## config.mk

```make
export PLATFORM = sky130hd
export DESIGN_NAME = mem_bus_arbiter
export DESIGN_NICKNAME = d
export VERILOG_FILES = /design/src/rtl/mem_bus_arbiter.sv
export SDC_FILE = /design/constraint.sdc
export NUM_CORES = 1
export LEC_CHECK = 0
export ABC_AREA = 1
export BUFFER_PORTS_ARGS = -buffer_cell sky130_fd_sc_hd__buf_4
export CAP_MARGIN = 10
export CORE_AREA = 10 10 115 117
export CTS_BUF_LIST = sky130_fd_sc_hd__clkbuf_16
export DETAILED_ROUTE_END_ITERATION = 16
export DIE_AREA = 0 0 125 127
export GPL_ROUTABILITY_DRIVEN = 0
export GPL_TIMING_DRIVEN = 0
export PLACE_DENSITY_LB_ADDON = 0.05
export SKIP_CTS_REPAIR_TIMING = 1
export SYNTH_ARGS = -nofsm -noshare
export SYNTH_HDL_FRONTEND = slang
export SYNTH_SLANG_ARGS = --single-unit
```

## constraint.sdc

```tcl
create_clock -name clk -period 3.2 [get_ports clk]
set_input_delay 0.96 -clock clk [delete_from_list [all_inputs] [get_ports clk]]
set_output_delay 0.96 -clock clk [all_outputs]
set_load 0.02 [all_outputs]
```

## src/rtl/mem_bus_arbiter.sv

```systemverilog
// Two-master, one-slave Avalon-style memory arbiter with round-robin grant per
// transfer, grant held across waitrequest stalls, and a stall watchdog.
module mem_bus_arbiter #(
  parameter int unsigned TIMEOUT = 255,
  parameter int unsigned CW      = 8
) (
  input  logic        clk,
  input  logic        reset,

  input  logic [31:0] m0_address,
  input  logic        m0_read,
  input  logic        m0_write,
  input  logic [31:0] m0_writedata,
  input  logic [3:0]  m0_byteenable,
  output logic [31:0] m0_readdata,
  output logic        m0_waitrequest,

  input  logic [31:0] m1_address,
  input  logic        m1_read,
  input  logic        m1_write,
  input  logic [31:0] m1_writedata,
  input  logic [3:0]  m1_byteenable,
  output logic [31:0] m1_readdata,
  output logic        m1_waitrequest,

  output logic [31:0] s_address,
  output logic        s_read,
  output logic        s_write,
  output logic [31:0] s_writedata,
  output logic [3:0]  s_byteenable,
  input  logic [31:0] s_readdata,
  input  logic        s_waitrequest,

  output logic [1:0]  grant,
  output logic        timeout_err
);

  // Handshake: a master's request (read|write) acts as valid and must stay
  // stable with its address/data while its waitrequest is 1; a transfer
  // completes on the rising edge where request=1 and waitrequest=0.

  localparam logic [1:0]    ST_IDLE     = 2'd0;
  localparam logic [1:0]    ST_BUSY0    = 2'd1;
  localparam logic [1:0]    ST_BUSY1    = 2'd2;
  localparam logic [CW-1:0] TIMEOUT_VAL = CW'(TIMEOUT);
  localparam logic [31:0]   ABORT_DATA  = 32'hDEADBEEF;

  logic [1:0]    state_q, state_d;
  logic          last_q, last_d;
  logic [CW-1:0] wdog_q, wdog_d;
  logic          timeout_err_q, timeout_err_d;

  logic req0, req1;
  logic busy, owner, owner_req, abort;

  assign req0      = m0_read | m0_write;
  assign req1      = m1_read | m1_write;
  assign busy      = (state_q == ST_BUSY0) || (state_q == ST_BUSY1);
  assign owner     = (state_q == ST_BUSY1);
  assign owner_req = owner ? req1 : req0;
  assign abort     = busy && s_waitrequest && (wdog_q == TIMEOUT_VAL);

  always_comb begin
    state_d       = state_q;
    last_d        = last_q;
    wdog_d        = wdog_q;
    timeout_err_d = timeout_err_q;
    case (state_q)
      ST_IDLE: begin
        wdog_d = '0;
        // last_q names the master served most recently, so the other one wins a tie
        if (req0 && req1) begin
          state_d = last_q ? ST_BUSY0 : ST_BUSY1;
        end else if (req0) begin
          state_d = ST_BUSY0;
        end else if (req1) begin
          state_d = ST_BUSY1;
        end
      end
      ST_BUSY0, ST_BUSY1: begin
        if (abort) begin
          state_d       = ST_IDLE;
          last_d        = owner;
          wdog_d        = '0;
          timeout_err_d = 1'b1;
        end else if (!owner_req) begin
          // Owner withdrew mid-transfer: not a completed transfer, fairness unchanged
          state_d = ST_IDLE;
          wdog_d  = '0;
        end else if (!s_waitrequest) begin
          state_d = ST_IDLE;
          last_d  = owner;
          wdog_d  = '0;
        end else begin
          wdog_d = wdog_q + 1'b1;
        end
      end
      default: begin
        state_d = ST_IDLE;
        wdog_d  = '0;
      end
    endcase
  end

  always_comb begin
    s_address      = m0_address;
    s_writedata    = m0_writedata;
    s_byteenable   = m0_byteenable;
    s_read         = 1'b0;
    s_write        = 1'b0;
    m0_waitrequest = req0;
    m1_waitrequest = req1;
    m0_readdata    = s_readdata;
    m1_readdata    = s_readdata;
    case (state_q)
      ST_BUSY0: begin
        s_read         = m0_read;
        s_write        = m0_write;
        m0_waitrequest = s_waitrequest;
        if (abort) begin
          s_read         = 1'b0;
          s_write        = 1'b0;
          m0_waitrequest = 1'b0;
          m0_readdata    = ABORT_DATA;
        end
      end
      ST_BUSY1: begin
        s_address      = m1_address;
        s_writedata    = m1_writedata;
        s_byteenable   = m1_byteenable;
        s_read         = m1_read;
        s_write        = m1_write;
        m1_waitrequest = s_waitrequest;
        if (abort) begin
          s_read         = 1'b0;
          s_write        = 1'b0;
          m1_waitrequest = 1'b0;
          m1_readdata    = ABORT_DATA;
        end
      end
      default: begin
      end
    endcase
  end

  always_ff @(posedge clk) begin
    if (reset) begin
      state_q       <= ST_IDLE;
      last_q        <= 1'b1;
      wdog_q        <= '0;
      timeout_err_q <= 1'b0;
    end else begin
      state_q       <= state_d;
      last_q        <= last_d;
      wdog_q        <= wdog_d;
      timeout_err_q <= timeout_err_d;
    end
  end

  assign grant       = {state_q == ST_BUSY1, state_q == ST_BUSY0};
  assign timeout_err = timeout_err_q;

endmodule

```

==> impl_metrics.tcl <==
set metrics [dict create \
    pwr-share-comb_pct 78.8 \
    startpoint_type "input port" \
    synthAdderAreaFrac_pct 2.51 \
    crit_arrival_ns 1.95 \
    drc_errors 0 \
    p_clk_share_pct 12.0 \
    rsz0062_at_grt "false" \
    vias 3533 \
    rows 39 \
    drive_gt1_share_pct 46.1 \
    drv_slew 0 \
    irDropWorstVdd_mv 0.302 \
    synth_top_family_by_area "simple AND/OR/NAND/NOR gates" \
    place_ws_ns 0.283 \
    reg2reg_slack_ns 1.64 \
    final-setup-viol-count 0 \
    die_h_um 127 \
    crit_required_ns 2.24 \
    slowest_delay_ns 0.14 \
    worst-slew-pin-transition_ns 0.453 \
    cp-end-kind "output port" \
    clkTransAtPathRegs_ns 0.04 \
    final.min_clock_period_ns 2.91 \
    start_util_pct 17.9 \
    syn_to_final_growth_pct 130 \
    cts-buffers-inserted 3 \
    grt_pass1_wl_mm 20.8 \
    avgSynthCellArea_sq_um 4.67 \
    clk_path_buf_depth 2 \
    hpwl_mm 13.1 \
    wl_mm 14.6 \
    hold_viol_final 0 \
    syn_inst 428 \
    cp_common_cell "nand2_1" \
    path_class "input port to output port" \
    power_switching_mw 0.932 \
    final_nets 925 \
    firstDrtPassIters 4 \
    tns_ns 0 \
    use_met2_pct 33.5 \
    ys_ff_latch 12 \
    grt_max_degree 11 \
    top_usage_layer "met2" \
    n_antenna_cell 0 \
    p_leak_nw 2.99 \
    wl_per_cell_um 16.4 \
    fmax_mhz 344 \
    netlist_area_sq_mm 0.00200 \
    finalCritPeriodShare_pct 90.8 \
    io_pins 314 \
    portBuffers 313 \
    cpMaxStageDelayCell "buf_6" \
    synth-xor-area-share_pct 0.877 \
    yosys.area_share.simple_pct 64.8 \
    fin_util_pct 41.4 \
    regArea_sq_um 240 \
    grt_pass1_vias 3389 \
    stdcell_area_sq_mm 0.00460 \
    synth_compound_area_share_pct 2.88 \
    synthMuxAreaShare_pct 0 \
    core_area_sq_mm 0.0111 \
    worst_slack_ns 0.295 \
    power.density_mw_per_mm2 406 \
    viasPerCell 3.98 \
    grt_use_total_pct 16.5 \
    dieArea_sq_mm 0.0159 \
    ys_warn_count 0 \
    hold_class "register to register" \
    yosysSeqAreaShare_pct 12.0 \
    ys_types 24 \
    fillers 1224 \
    worst_clock_skew_ns 0.00163 \
    drt_iter0_markers 165 \
    clock_latency_ns 0.24 \
    grt_use_met1_pct 15.9 \
    grt_overflow 0 \
    maxCapViolCount 0 \
    p_int_mw 0.937 \
    outcome "finished clean" \
    crit_fanout 10 \
    dpl_cell_area_sq_mm 0.00453 \
    synth_nets 607 \
    gr-usage-met3_pct 5.42 \
    die_w_um 125 \
    htreeDepth 1 \
    switching_share_pct 49.9 \
    multiInputGateArea_sq_mm 0.00142 \
    power_frac_seq_pct 9.2 \
    ant_nets 0 \
    cp_cell_sequence "buf_4 -> nand2_1 -> nor2_1 -> nand2_1 -> clkinv_2 -> nand2_4 -> buf_6 -> nand2_1 -> inv_1 -> buf_4" \
    cts_tree "done" \
    slew_headroom_pct 69.8 \
    cts_sinks 12 \
    antenna_found_initial 0 \
    worst_hold_slack_ns 0.448 \
    cts-root-buf "clkbuf_16" \
]
power groups by stage:
| stage | Clock (mW) | Combinational [mW] | Sequential [mW] |
|---|---|---|---|
| 6_report | 0.224 | 1.47 | 0.172 |
| 3_3_place_gp | 0 | 1.48 | 0.175 |
| 5_1_grt | 0.237 | 1.60 | 0.174 |
| 3_5_place_dp | 0 | 1.49 | 0.175 |
| 4_1_cts | 0.232 | 1.49 | 0.172 |
| 2_1_floorplan | 0 | 0.767 | 0.173 |
per-stage QoR:
| step | total power, mW | instances |
|---|---|---|
| detailed placement | 1.66 | 884 |
| finish | 1.87 | 887 |
| floorplan | 0.939 | 428 |
| global route | 2.01 | 887 |
| CTS | 1.90 | 887 |
| global placement | 1.66 | 884 |
synthesized netlist by cell type, drive strengths merged:
library cell	n	area, sq um
xnor2	2	17.5
buf	18	130
nor2	18	67.6
clkinv	1	5.00
clkbuf	4	15.0
ha	4	50.1
nand4	2	18.8
dfxtp	12	240
inv	50	188
nand2	293	1110
a21oi	7	35.0
nand3b	1	7.51
nor3b	2	25.0
o211ai	1	7.51
o21ai	3	15.0
nor3	2	15.0
nand3	8	45.0
layout make-up:
type	instances	share of cell area, %
clock buffers	3	1.63
inverters	51	4.19
well taps	143	3.89
multi-input cells	343	30.8
flip-flops and latches	12	5.22
plain buffers	22	3.15
repair buffers	313	51.1
layout by cell type (no fill, tap or decap), types with 2 or more instances in the layout:
| cell | netlist | final |
|---|---|---|
| nor3b_2 | 2 | 2 |
| clkbuf_1 | 4 | 4 |
| dfxtp_1 | 12 | 12 |
| a21oi_1 | 7 | 7 |
| nand2_4 | 2 | 2 |
| o21ai_0 | 3 | 3 |
| xnor2_1 | 2 | 2 |
| nand3_1 | 7 | 7 |
| inv_1 | 49 | 49 |
| buf_6 | 6 | 6 |
| buf_4 | 1 | 314 |
| buf_2 | 11 | 11 |
| ha_1 | 4 | 4 |
| nor2_1 | 18 | 18 |
| nand2_1 | 291 | 291 |
| clkbuf_16 | 0 | 3 |
final timing paths:
check | to | depth (start not counted) | from
setup / recovery | m1_readdata[14] | 10 | s_waitrequest
hold / removal | wdog_q[0] | 1 | wdog_q[0]
setup reg to reg | wdog_q[5] | 7 | state_q[0]
hold reg to reg | wdog_q[0] | 1 | wdog_q[0]
flip-flops by register name, indices dropped and copies added, names as in the netlist:
signal       flops
last_q           1
state_q          2
timeout_err      1
wdog_q           8
layer usage:
layer  vias up  wire [um]  part of all wire (%)
li1       1881          -                     -
met1      1516       4930                    34
met2       128       8330                    57
met3         8       1160                   8.0
met4         0        127                  0.87
met5         -          0                     0
cells by family (layout without fill, tap and decap cells):
logic type | count (synthesis) | after routing
DFF | 12 | 12
buffers and inverters | 73 | 389
and+or+nand+nor | 326 | 326
AOI/OAI and AO/OA | 11 | 11
xor gates and xnor gates | 2 | 2
adders and majority gates | 4 | 4
critical path: cells and delay by family:
kind	cells	cell delay [ns]
simple gates	5	0.39
buf+inv	5	0.57
Note: power is estimated with default switching activity, not from simulation.
